--- src/rtl/nibble_serial_add_ctrl_if.sv ---
// Operand/result handshake bundle for the nibble-serial add/subtract sequencer.
// The master side feeds operands and drains results; the slave side is the controller.
interface nibble_serial_add_ctrl_if #(
    parameter int WIDTH = 16
);
    logic             in_valid;
    logic             in_ready;
    logic             op;
    logic [WIDTH-1:0] a;
    logic [WIDTH-1:0] b;
    logic             cin;
    logic             out_valid;
    logic             out_ready;
    logic [WIDTH-1:0] result;
    logic             cout;
    logic             overflow;

    modport master (
        output in_valid, op, a, b, cin, out_ready,
        input  in_ready, out_valid, result, cout, overflow
    );

    modport slave (
        input  in_valid, op, a, b, cin, out_ready,
        output in_ready, out_valid, result, cout, overflow
    );
endinterface

--- src/rtl/nibble_serial_add_ctrl.sv ---
// WIDTH-bit add/subtract sequenced through one external 4-bit adder slice,
// least-significant nibble first, one operation in flight.
//
// state | meaning
// IDLE  | waiting for an operand set, slice inputs held at zero
// RUN   | one nibble per cycle through the slice, carry kept locally
// DONE  | result/cout/overflow held until downstream accepts
module nibble_serial_add_ctrl #(
    parameter int WIDTH = 16
) (
    input  logic                     clk,
    input  logic                     rst_n,
    nibble_serial_add_ctrl_if.slave  bus,
    output logic                     busy,
    output logic [3:0]               add_a,
    output logic [3:0]               add_b,
    output logic                     add_cin,
    input  logic [3:0]               add_sum,
    input  logic                     add_cout
);
    localparam int NIB   = WIDTH / 4;
    localparam int IDX_W = $clog2(NIB);
    localparam logic [IDX_W-1:0] IDX_LAST = IDX_W'(NIB - 1);

    typedef enum logic [1:0] {
        IDLE = 2'd0,
        RUN  = 2'd1,
        DONE = 2'd2
    } state_t;

    state_t           state_q,    state_d;
    logic [IDX_W-1:0] idx_q,      idx_d;
    logic             carry_q,    carry_d;
    logic [WIDTH-1:0] a_r_q,      a_r_d;
    logic [WIDTH-1:0] b_r_q,      b_r_d;
    logic [WIDTH-1:0] result_q,   result_d;
    logic             cout_q,     cout_d;
    logic             overflow_q, overflow_d;

    logic [3:0] a_nib;
    logic [3:0] b_nib;

    assign a_nib = a_r_q[{idx_q, 2'b00} +: 4];
    assign b_nib = b_r_q[{idx_q, 2'b00} +: 4];

    always_ff @(posedge clk) begin
        if (!rst_n) begin
            state_q    <= IDLE;
            idx_q      <= '0;
            carry_q    <= 1'b0;
            a_r_q      <= '0;
            b_r_q      <= '0;
            result_q   <= '0;
            cout_q     <= 1'b0;
            overflow_q <= 1'b0;
        end else begin
            state_q    <= state_d;
            idx_q      <= idx_d;
            carry_q    <= carry_d;
            a_r_q      <= a_r_d;
            b_r_q      <= b_r_d;
            result_q   <= result_d;
            cout_q     <= cout_d;
            overflow_q <= overflow_d;
        end
    end

    always_comb begin
        state_d    = state_q;
        idx_d      = idx_q;
        carry_d    = carry_q;
        a_r_d      = a_r_q;
        b_r_d      = b_r_q;
        result_d   = result_q;
        cout_d     = cout_q;
        overflow_d = overflow_q;
        add_a      = 4'h0;
        add_b      = 4'h0;
        add_cin    = 1'b0;

        unique case (state_q)
            IDLE: begin
                // Subtract is folded into an add: b is stored inverted and carry seeded with 1.
                if (bus.in_valid) begin
                    a_r_d   = bus.a;
                    b_r_d   = bus.op ? ~bus.b : bus.b;
                    carry_d = bus.op ? 1'b1 : bus.cin;
                    idx_d   = '0;
                    state_d = RUN;
                end
            end
            RUN: begin
                add_a   = a_nib;
                add_b   = b_nib;
                add_cin = carry_q;
                result_d[{idx_q, 2'b00} +: 4] = add_sum;
                carry_d = add_cout;
                idx_d   = idx_q + IDX_W'(1);
                if (idx_q == IDX_LAST) begin
                    cout_d     = add_cout;
                    overflow_d = (a_r_q[WIDTH-1] == b_r_q[WIDTH-1]) &
                                 (add_sum[3] != a_r_q[WIDTH-1]);
                    state_d    = DONE;
                end
            end
            DONE: begin
                if (bus.out_ready) begin
                    state_d = IDLE;
                end
            end
            default: state_d = IDLE;
        endcase
    end

    assign bus.in_ready  = (state_q == IDLE) & rst_n;
    assign bus.out_valid = (state_q == DONE);
    assign bus.result    = result_q;
    assign bus.cout      = cout_q;
    assign bus.overflow  = overflow_q;
    assign busy          = (state_q != IDLE);
endmodule

--- src/flat_wrapper.sv ---
// flat-port wrapper written by rule: the top's interface ports become plain ports
module nibble_serial_add_ctrl_flat 
#(
    parameter int WIDTH = 16
)
  (clk, rst_n, busy, add_a, add_b, add_cin, add_sum, add_cout, bus_in_valid, bus_op, bus_a, bus_b, bus_cin, bus_out_ready, bus_in_ready, bus_out_valid, bus_result, bus_cout, bus_overflow);
  nibble_serial_add_ctrl_if #(.WIDTH(WIDTH)) bus_i ();
  input  logic clk;
  input  logic rst_n;
  output logic busy;
  output logic [3:0] add_a;
  output logic [3:0] add_b;
  output logic add_cin;
  input  logic [3:0] add_sum;
  input  logic add_cout;
  input wire logic [$bits(bus_i.in_valid)-1:0] bus_in_valid;
  input wire logic [$bits(bus_i.op)-1:0] bus_op;
  input wire logic [$bits(bus_i.a)-1:0] bus_a;
  input wire logic [$bits(bus_i.b)-1:0] bus_b;
  input wire logic [$bits(bus_i.cin)-1:0] bus_cin;
  input wire logic [$bits(bus_i.out_ready)-1:0] bus_out_ready;
  output wire logic [$bits(bus_i.in_ready)-1:0] bus_in_ready;
  output wire logic [$bits(bus_i.out_valid)-1:0] bus_out_valid;
  output wire logic [$bits(bus_i.result)-1:0] bus_result;
  output wire logic [$bits(bus_i.cout)-1:0] bus_cout;
  output wire logic [$bits(bus_i.overflow)-1:0] bus_overflow;
  assign bus_i.in_valid = bus_in_valid;
  assign bus_i.op = bus_op;
  assign bus_i.a = bus_a;
  assign bus_i.b = bus_b;
  assign bus_i.cin = bus_cin;
  assign bus_i.out_ready = bus_out_ready;
  assign bus_in_ready = bus_i.in_ready;
  assign bus_out_valid = bus_i.out_valid;
  assign bus_result = bus_i.result;
  assign bus_cout = bus_i.cout;
  assign bus_overflow = bus_i.overflow;
  nibble_serial_add_ctrl #(.WIDTH(WIDTH)) u_core (.clk(clk), .rst_n(rst_n), .bus(bus_i), .busy(busy), .add_a(add_a), .add_b(add_b), .add_cin(add_cin), .add_sum(add_sum), .add_cout(add_cout));
endmodule
--- config.mk ---
export PLATFORM = sky130hd
export DESIGN_NAME = nibble_serial_add_ctrl_flat
export DESIGN_NICKNAME = d
export VERILOG_FILES = /design/src/rtl/nibble_serial_add_ctrl_if.sv /design/src/rtl/nibble_serial_add_ctrl.sv /design/src/flat_wrapper.sv
export SDC_FILE = /design/constraint.sdc
export NUM_CORES = 1
export LEC_CHECK = 0
export ABC_AREA = 0
export CORE_ASPECT_RATIO = 1.2
export CORE_MARGIN = 3
export CORE_UTILIZATION = 47
export DETAILED_ROUTE_END_ITERATION = 6
export GPL_TIMING_DRIVEN = 0
export PLACE_DENSITY = 0.79
export SYNTH_ARGS = -nofsm -noshare
export SYNTH_HDL_FRONTEND = slang
export SYNTH_SLANG_ARGS = --single-unit
--- constraint.sdc ---
create_clock -name clk -period 2.4 [get_ports clk]
set_clock_uncertainty 0.1 [all_clocks]
set_input_delay 0.48 -clock clk [delete_from_list [all_inputs] [get_ports clk]]
set_output_delay 0.48 -clock clk [all_outputs]
set_load 0.005 [all_outputs]
==> results of run 1 <==
==> worst max-delay path: stages, from the launching register on <==
cell and delay (ns):
dfxtp_4 0.40, buf_6 0.12, buf_4 0.11, mux4_2 0.49
and2_4 0.15, clkdlybuf4s15_1 0.20
==> metal layers <==
layer | GRT usage | wire length, µm | share of wire | vias to the layer above
met2 | 0.356 | 3210 | 0.51 | 76
met5 | 0 | 0 | 0 | -
met3 | 0.0346 | 332 | 0.053 | 7
met1 | 0.245 | 2680 | 0.43 | 1082
li1 | - | - | - | 1127
met4 | 0.0527 | 65 | 0.010 | 0
==> kinds of logic (layout without fill, tap and decap cells) <==
group / Yosys count / in the layout
compound gates: 56 / 56
xor+xnor: 16 / 16
fa+ha+maj: 6 / 6
buf+inv: 26 / 109
flops: 55 / 55
mux: 11 / 11
simple gates: 108 / 108
==> registers in the layout, summed over array words and instances (netlist names) <==
| signal | flops |
|---|---|
| u_core.idx_q | 2 |
| u_core.state_q | 2 |
| u_core.bus.overflow | 1 |
| u_core.bus.result | 16 |
| u_core.carry_q | 1 |
| u_core.bus.cout | 1 |
| u_core.b_r_q | 16 |
| u_core.a_r_q | 16 |
==> report_power, final <==
group / internal (mW) / total (mW) / switching (mW)
Combinational: 0.205 / 0.374 / 0.168
Clock: 0.417 / 0.715 / 0.297
Sequential: 0.963 / 0.993 / 0.0297
Total: 1.59 / 2.08 / 0.496
==> final cells by class <==
cell class / count / share of cell area
Clock inverter: 2 / 0.0169
Clock buffer: 6 / 0.0205
Inverter: 3 / 0.00317
Buffer: 20 / 0.0349
Timing Repair Buffer: 78 / 0.217
Tap cell: 60 / 0.0212
Sequential cell: 55 / 0.312
Multi-Input combinational cell: 197 / 0.375
==> synth_stat cells, types with 5 or more instances <==
cell | number | area [µm²]
nor2_1 | 26 | 97.6
and2_1 | 10 | 62.6
ha_1 | 6 | 75.1
a211oi_1 | 17 | 128
clkbuf_1 | 8 | 30.0
mux4_1 | 5 | 131
nand2_1 | 50 | 188
xnor2_1 | 16 | 140
dfxtp_1 | 55 | 1100
o22ai_1 | 10 | 62.6
a21oi_1 | 20 | 100
buf_2 | 9 | 45.0
==> through the flow <==
stage               area [µm²]  instances  TNS [ns]
floorplan                 2570        278         0
global placement          3350        408   -0.0502
detailed placement        3350        408    -0.130
CTS                       3530        420         0
global route              3550        421   -0.0214
finish                    3550        421         0
==> repair_timing <==
action                     in CTS  in global routing
resized for setup              19                  4
pin swaps                       1                  0
buffers inserted                6                  2
setup endpoints to repair       9                  6
==> path summary, 6_finish.rpt <==
| check | endpoint | from | slack (ns) |
|---|---|---|---|
| worst min-delay path | u_core.a_r_q[7] | u_core.a_r_q[7] | 0.36 |
| worst max register to register | u_core.bus.result[1] | u_core.idx_q[0] | 0.41 |
| worst min register to register | u_core.a_r_q[7] | u_core.a_r_q[7] | 0.36 |
| worst max-delay path | add_a[0] | u_core.idx_q[0] | 0.06 |
==> key figures, run 1 <==
Timing
  – Final slew viol count: 0
  – Hold_ws: around 0.36 ns
  – Slew @ Worst Pin: roughly 0.58 ns
  – Relative slew margins: 0.617
  – # setup viols final: 0
  – Final min period: 2.34 ns
  – Fin. Hold Viols: 0
  – RSZ-0062 raised after global routing: true
  – Crit share post-route: 0.976
  – Final setup margin: 0.0586 ns
  – Fmax: approximately 0.43 GHz

Yosys
  – Synthesized area: ~2600 µm²
  – Synth Area in XOR/XNOR: 0.0544
  – Async SR Flop Fraction: 0
  – Ys Warns: 0
  – Post-Syn Nets: around 330
  – Seq cells post-synth: 55
  – Primary FF master, synth: dfxtp_1
  – Library cells used by synthesis: 42
  – Syn Inst Count: between 200 and 300
  – Synth Area in Compound Gates: 0.139
  – Avg Inst Size Synth: around 9.3 µm²
  – Largest family of logic cells by synthesized area: simple AND/OR/NAND/NOR gates
  – Mux contribution to synthesized area: 0.0889
  – Sequential area share after synthesis: 0.428
  – Simple-Gate Fraction of Synth Area: 0.206
  – Area share of fa/ha/maj cells after synthesis: 0.0292
  – Number of synthesized flops with an enable pin: 0

Critical path
  – Reg2Reg Depth: 7
  – Critical Path Source Type: flop
  – Critical Path RT: between 1.5 and 2 ns
  – Endpoint class of the critical path: output port
  – WP data arrival: roughly 1.8 ns
  – Crit path max fanout: 3
  – WS Path Type: flop to output port

Detailed routing
  – Via density per instance: ~5.4
  – Via total after detailed routing: between 2000 and 2500
  – Number of DRC markers in iteration 0: about 110
  – Wire per inst: roughly 15 µm
  – Overall routed net length: about 6300 µm
  – DRT antenna net count: 0
  – Drt pass-1 iters: 4
  – Drc violations: 0

Finish
  – Final net count: ~410
  – Reg area: ~1100 µm²
  – Area of the multi-input gates: between 1000 and 1500 µm²
  – Share of cells above drive strength 1: 0.127
  – Diode count: 0
  – Filler cell count: 427
  – Most common cell after layout, fill and taps aside: clkdlybuf4s50_1
  – Area Growth Syn to Fin: 37.8%
  – Most frequent cells in the layout: 62 x clkdlybuf4s50_1, 52 x dfxtp_1, 50 x nand2_1, 26 x nor2_1, 20 x a21oi_1
  – Core Util, Final: 0.694

Floorplanning
  – Die height: ~87 µm
  – Io pins: 73
  – Rows: 28
  – Core area: a little over 5000 µm²
  – Starting Density: 0.503
  – Die width: roughly 74 µm
  – Die area: about 6400 µm²

Outcome
  – Status: complete, no violations

Clocking
  – Clock Tree Root: clkbuf_8
  – H-tree depth: 2
  – Hold buffers post-CTS: 0
  – CTS max path bufs: 2
  – Inserted Clock Buffers: 5
  – CTS tree: yes
  – Clk_lat worst skew: around 0.31 ns
  – Clk sink count: 55
  – Worst-path clk slew: around 0.10 ns

Global routing
  – Vias in the first global route: roughly 2100
  – Maximum number of pins on one net before global-route repair: 17
  – Grt total ovfl: 0
  – GRT Total Usage: 0.200
  – First-pass GRT wire length: slightly below 10000 µm
  – Initial antenna violation count: 0

Power and ir drop
  – Static Leak: between 1 and 1.5 nW
  – VDD IR max: 0.000324 V
  – Power Density: 587 nW/µm²
  – Power consumption: between 2 and 2.5 mW

Place
  – DP HPWL: ~4700 µm
  – Pre-CTS setup slack: -0.0304 ns
  – Final GP Congestion: around 0.83
  – Input/output buffers: 70

Min path
  – WHS Path Cells: 2
  – Min-Delay Path Class: flop to flop

Run
  – Max-cap violations: 0
Note: power is estimated with default switching activity, not from simulation.
==> run 2, diff against run 1 <==
--- a/config.mk
+++ b/config.mk
@@ -12,6 +12,7 @@
 export DETAILED_ROUTE_END_ITERATION = 6
 export GPL_TIMING_DRIVEN = 0
 export PLACE_DENSITY = 0.79
+export REMOVE_ABC_BUFFERS = 1
 export SYNTH_ARGS = -nofsm -noshare
 export SYNTH_HDL_FRONTEND = slang
 export SYNTH_SLANG_ARGS = --single-unit
==> key figures, run 2 (synthesized netlist as in run 1, its figures left out) <==
Power and ir drop
  – Sw power: 0.461 mW (-7.0%)
  – Internal power: 1.36 mW (-14%)
  – Sequential Power Share: 0.547 (+0.070)
  – Combinational share of power: 0.189 (+0.009)
  – Power consumption: 1.82 mW (-12%)
  – Power Density: 536 nW/µm² (-8.6%)
  – Static Leak: 1.29 nW (-7.5%)
  – VDD IR max: 0.000340 V (+5.1%)
  – Switching part of the total power: 0.253 (+0.0149)
  – Clock Power Share: 0.265 (-0.078)

Outcome
  – Status: complete, no violations

Timing
  – # setup viols final: 0 (unchanged)
  – RSZ-0062 raised after global routing: false
  – Slew @ Worst Pin: 0.873 ns (+0.298 ns)
  – Fin. Hold Viols: 0 (unchanged)
  – Hold_ws: 0.357 ns (-0.0000430 ns)
  – Fmax: 0.429 GHz (+0.44%)
  – Relative slew margins: 0.416 (-0.200)
  – Setup TNS: 0 ns (unchanged)
  – Final min period: 2.33 ns (-0.0103 ns)
  – Final slew viol count: 0 (unchanged)
  – Crit share post-route: 0.971 (-0.00430)

Global routing
  – Initial antenna violation count: 0 (unchanged)
  – First-pass GRT wire length: 9320 µm (-6.3%)
  – Met3 Usage GRT: 0.0312 (-0.00346)
  – Grt total ovfl: 0 (unchanged)
  – Maximum number of pins on one net before global-route repair: 46 (+29)
  – Busiest layer in global routing: met2
  – Vias in the first global route: 2093 (-2.1%)
  – GRT Total Usage: 0.185 (-0.0146)
  – GR Util met2: 0.329 (-0.0266)
  – GR Util met1: 0.223 (-0.0224)

Run
  – Max-cap violations: 0 (unchanged)

Place
  – Final GP Congestion: 0.820 (-1.6%)
  – DP HPWL: 3980 µm (-15%)
  – Input/output buffers: 72 (+2.9%)

Floorplanning
  – Core area: 5110 µm² (unchanged)
  – Die area: 6410 µm² (unchanged)
  – Die height: 87.1 µm (unchanged)
  – Die width: 73.6 µm (unchanged)
  – Starting Density: 0.503 (unchanged)
  – Rows: 28 (unchanged)
  – Io pins: 73 (unchanged)

Detailed routing
  – Drt pass-1 iters: 4 (unchanged)
  – DRT antenna net count: 0 (unchanged)
  – Overall routed net length: 5670 µm (-9.8%)
  – Wire per inst: 14.2 µm (-5.1%)
  – Via density per instance: 5.40 (-0.81%)
  – Drc violations: 0 (unchanged)
  – Number of DRC markers in iteration 0: 94 (-15%)
  – Via total after detailed routing: 2160 (-5.8%)

Clocking
  – Worst-path clk slew: 0.09 ns (about the same)
  – Clk_lat worst skew: 0.30 ns (about the same)
  – H-tree depth: 2 (unchanged)
  – CTS max path bufs: 2 (unchanged)
  – Clk sink count: 55 (unchanged)
  – Clock Tree Root: clkbuf_8
  – CTS tree: yes
  – Inserted Clock Buffers: 5 (unchanged)

Finish
  – Filler cell count: 456 (+6.8%)
  – Final net count: 388 (-5.1%)
  – Core Util, Final: 0.665 (-0.0291)
  – Diode count: 0 (unchanged)
  – Reg area: 1110 µm² (+0.57%)
  – Most common cell after layout, fill and taps aside: clkdlybuf4s50_1
  – Area Growth Syn to Fin: 32.0%
  – Share of cells above drive strength 1: 0.0912 (-0.0362)
  – Most frequent cells in the layout: 63 x clkdlybuf4s50_1, 51 x dfxtp_1, 50 x nand2_1, 26 x nor2_1, 20 x a21oi_1
  – Area of the multi-input gates: 1330 µm² (-0.28%)

Critical path
  – Crit path max fanout: 5 (+2)
  – Critical Path Source Type: flop
  – Critical Path RT: 1.82 ns (about the same)
  – WS Path Type: flop to output port
  – WP data arrival: 1.75 ns (about the same)
  – Endpoint class of the critical path: output port

Min path
  – Min-Delay Path Class: flop to flop
run 2: changes by cell type in the layout (fill, tap and decap cells not counted), sizes merged:
cell / change
bufinv: -2
clkinv: +1
clkdlybuf4s50: +1
clkbuf: -6
clkdlybuf4s15: -1
buf: -15
dlygate4sd2: +1
run 2: per-stage QoR:
stage	setup slack (ns)	instance area, µm²	std cells
after CTS	0.0209	3410	400
final	0.0689	3400	400
after detailed placement	-0.736	3290	389
after global placement	-1.09	3240	387
after global routing	0.00126	3400	400
after floorplan	0.0444	2440	255
run 2: critical path: stages, from the launching register on:
cell           delay [ns]
dfxtp_4              0.37
buf_12               0.12
mux4_1               0.53
and2_1               0.18
dlygate4sd2_1        0.26
run 2: area by class of cell:
class                      count  area share
clock buffer                   7      0.0225
clock inverter                 1     0.00147
inverter                       3     0.00478
tap                           60      0.0221
multi-input combinational    197       0.390
sequential                    55       0.328
timing repair buffer          77       0.232
run 2: timing repair:
| action | CTS | global route |
|---|---|---|
| hold buffers | 0 | 0 |
| endpoints found under the setup margin | 14 | 5 |
| buffers inserted | 3 | 0 |
| gates resized for setup | 22 | 8 |
run 2: path summary, 6_finish.rpt:
kind / start / endpoint / slack, ns / depth (start not counted)
max: u_core.idx_q[0] / add_a[2] / 0.07 / 4
min: u_core.a_r_q[2] / u_core.a_r_q[2] / 0.36 / 2
max reg2reg: u_core.idx_q[0] / u_core.bus.result[2] / 0.43 / 7
min reg2reg: u_core.a_r_q[2] / u_core.a_r_q[2] / 0.36 / 2
run 2: layer usage:
layer  share of wire  routed length [µm]  vias to the layer above
li1                -                   -                     1086
met1            0.40                2300                     1002
met2            0.52                2970                       68
met3           0.059                 334                        4
met4           0.014                  77                        0
met5               0                   0                        -
run 2: power by group through the flow:
stage	Sequential [mW]	Clock (mW)	Combinational (mW)
after floorplan	1.01	0	0.173
final	0.996	0.483	0.344
after CTS	0.996	0.498	0.346
after detailed placement	1.02	0	0.330
after global placement	1.02	0	0.312
after global routing	1.00	0.530	0.382
==> run 3, diff against run 2 <==
--- a/config.mk
+++ b/config.mk
@@ -8,10 +8,9 @@
 export ABC_AREA = 0
 export CORE_ASPECT_RATIO = 1.2
 export CORE_MARGIN = 3
-export CORE_UTILIZATION = 47
+export CORE_UTILIZATION = 24
 export DETAILED_ROUTE_END_ITERATION = 6
 export GPL_TIMING_DRIVEN = 0
-export PLACE_DENSITY = 0.79
 export REMOVE_ABC_BUFFERS = 1
 export SYNTH_ARGS = -nofsm -noshare
 export SYNTH_HDL_FRONTEND = slang
==> key figures, run 3 (synthesized netlist as in run 1, its figures left out) <==
Outcome
  – Status: complete, no violations

Finish
  – Reg area: 1110 µm² (-0.56%)
  – Share of cells above drive strength 1: 0.107 (+0.0161)
  – Most common cell after layout, fill and taps aside: clkdlybuf4s50_1
  – Most frequent cells in the layout: 63 x clkdlybuf4s50_1, 52 x dfxtp_1, 50 x nand2_1, 26 x nor2_1, 20 x a21oi_1
  – Area Growth Syn to Fin: 40.6%
  – Filler cell count: 1063 (+130%)
  – Area of the multi-input gates: 1350 µm² (+1.4%)
  – Diode count: 0 (unchanged)
  – Final net count: 394 (+1.5%)

Global routing
  – Maximum number of pins on one net before global-route repair: 46 (unchanged)
  – First-pass GRT wire length: 10900 µm (+17%)
  – Initial antenna violation count: 0 (unchanged)
  – Vias in the first global route: 2181 (+4.2%)
  – GRT Total Usage: 0.113 (-0.0720)
  – Grt total ovfl: 0 (unchanged)

Clocking
  – H-tree depth: 2 (unchanged)
  – CTS tree: yes
  – Inserted Clock Buffers: 5 (unchanged)
  – Hold buffers post-CTS: 0 (unchanged)
  – Worst-path clk slew: 0.07 ns (-0.02 ns)
  – CTS max path bufs: 2 (unchanged)
  – Clk_lat worst skew: 0.29 ns (about the same)
  – Clock Tree Root: clkbuf_16
  – Clk sink count: 55 (unchanged)

Power and ir drop
  – VDD IR max: 0.000323 V (-5.0%)
  – Static Leak: 1.36 nW (+5.6%)
  – Combinational share of power: 0.167 (-0.022)
  – Internal power: 1.65 mW (+22%)
  – Switching part of the total power: 0.237 (-0.0161)
  – Power Density: 599 nW/µm² (+12%)
  – Sw power: 0.514 mW (+11%)
  – Sequential Power Share: 0.460 (-0.087)
  – Clock Power Share: 0.373 (+0.108)

Timing
  – Crit share post-route: 0.975 (+0.00366)
  – Relative slew margins: 0.376 (-0.0403)
  – RSZ-0062 raised after global routing: false
  – Final slew viol count: 0 (unchanged)
  – Slew @ Worst Pin: 0.935 ns (+0.0622 ns)
  – Final setup margin: 0.0602 ns (-0.00878 ns)
  – Fmax: 0.427 GHz (-0.38%)
  – Final min period: 2.34 ns (+0.00878 ns)
  – # setup viols final: 0 (unchanged)
  – Fin. Hold Viols: 0 (unchanged)
  – Setup TNS: 0 ns (unchanged)

Detailed routing
  – Number of DRC markers in iteration 0: 32 (-66%)
  – Wire per inst: 13.9 µm (-2.0%)
  – Via density per instance: 4.52 (-16%)
  – Drc violations: 0 (unchanged)
  – Via total after detailed routing: 2131 (-1.3%)
  – Drt pass-1 iters: 4 (unchanged)
  – DRT antenna net count: 0 (unchanged)
  – Overall routed net length: 6550 µm (+15%)

Critical path
  – Worst path cell trace: buf_12 -> buf_12 -> mux4_2 -> and2_4 -> dlygate4sd2_1
  – Critical Path RT: 1.82 ns (about the same)
  – Buffer and inverter count on the worst path: 3 (+1)
  – Most used cell, CP: buf_12
  – Crit path max fanout: 5 (unchanged)
  – Biggest cell delay along the critical path: 0.48 ns (-0.05 ns)
  – WP data arrival: 1.76 ns (about the same)
  – Critical Path Source Type: flop
  – Largest delay share family, worst path: multiplexers
  – CP max stage cell: mux4_2
  – Endpoint class of the critical path: output port
  – WS Path Type: flop to output port

Place
  – Pre-CTS setup slack: -0.766 ns (-0.0306 ns)
  – Input/output buffers: 72 (unchanged)
  – DP HPWL: 4540 µm (+14%)
  – Final GP Congestion: 0.742 (-9.5%)

Floorplanning
  – Die area: 12000 µm² (+88%)
  – Die height: 119 µm (+37%)
  – Core area: 10300 µm² (+100%)
  – Die width: 101 µm (+37%)
  – Starting Density: 0.251 (-0.252)
  – Rows: 40 (+43%)
  – Io pins: 73 (unchanged)

Run
  – Max-cap violations: 0 (unchanged)

Min path
  – Min-Delay Path Class: flop to flop
-- run 3: final timing paths --
kind                    start              endpoint  slack [ns]  cells past startpoint
min          u_core.a_r_q[14]      u_core.a_r_q[14]        0.35                      2
min reg2reg  u_core.a_r_q[14]      u_core.a_r_q[14]        0.35                      2
max           u_core.idx_q[0]              add_b[1]        0.06                      5
max reg2reg   u_core.idx_q[0]  u_core.bus.result[1]        0.27                      9
-- run 3: per-layer routing --
layer / track usage / vias up / share of wire
li1: - / 1096 / -
met1: 0.138 / 974 / 0.44
met2: 0.201 / 53 / 0.51
met3: 0.0217 / 8 / 0.042
met4: 0.0312 / 0 / 0.013
met5: 0 / - / 0
-- run 3: per-stage QoR --
step	cell area (µm²)	std cells	utilization	hold WS, ns	total power, mW
finish	3620	471	0.353	0.352	2.17
global route	3620	471	0.353	0.374	2.27
CTS	3620	470	0.352	0.354	2.20
detailed placement	3340	454	0.326	0.344	1.35
global placement	3320	453	0.324	0.341	1.34
floorplan	2440	255	-	0.332	1.19
-- run 3: final cells by class --
cell class                      count  area share
Inverter                            3     0.00449
Multi-Input combinational cell    197       0.371
Clock inverter                      2      0.0104
Clock buffer                        5      0.0346
Tap cell                          126      0.0435
Timing Repair Buffer               83       0.230
Sequential cell                    55       0.306
-- run 3: worst min-delay path, stage by stage (launching register included) --
cell and delay (ns):
dfxtp_1 0.31, nand2_1 0.05, a21oi_1 0.05
-- run 3: power groups by stage --
stage                     combinational, mW  sequential [mW]  clock (mW)
after CTS                             0.362            0.998       0.835
after detailed placement              0.326             1.03           0
after floorplan                       0.173             1.01           0
after global placement                0.319             1.02           0
after global routing                  0.402             1.00       0.867
final                                 0.362            0.997       0.809
-- run 3: timing repair --
item,4_1_cts,5_1_grt
buffers inserted,9,1
pin swaps,2,1
gates resized for setup,24,7
setup endpoints to repair,18,6
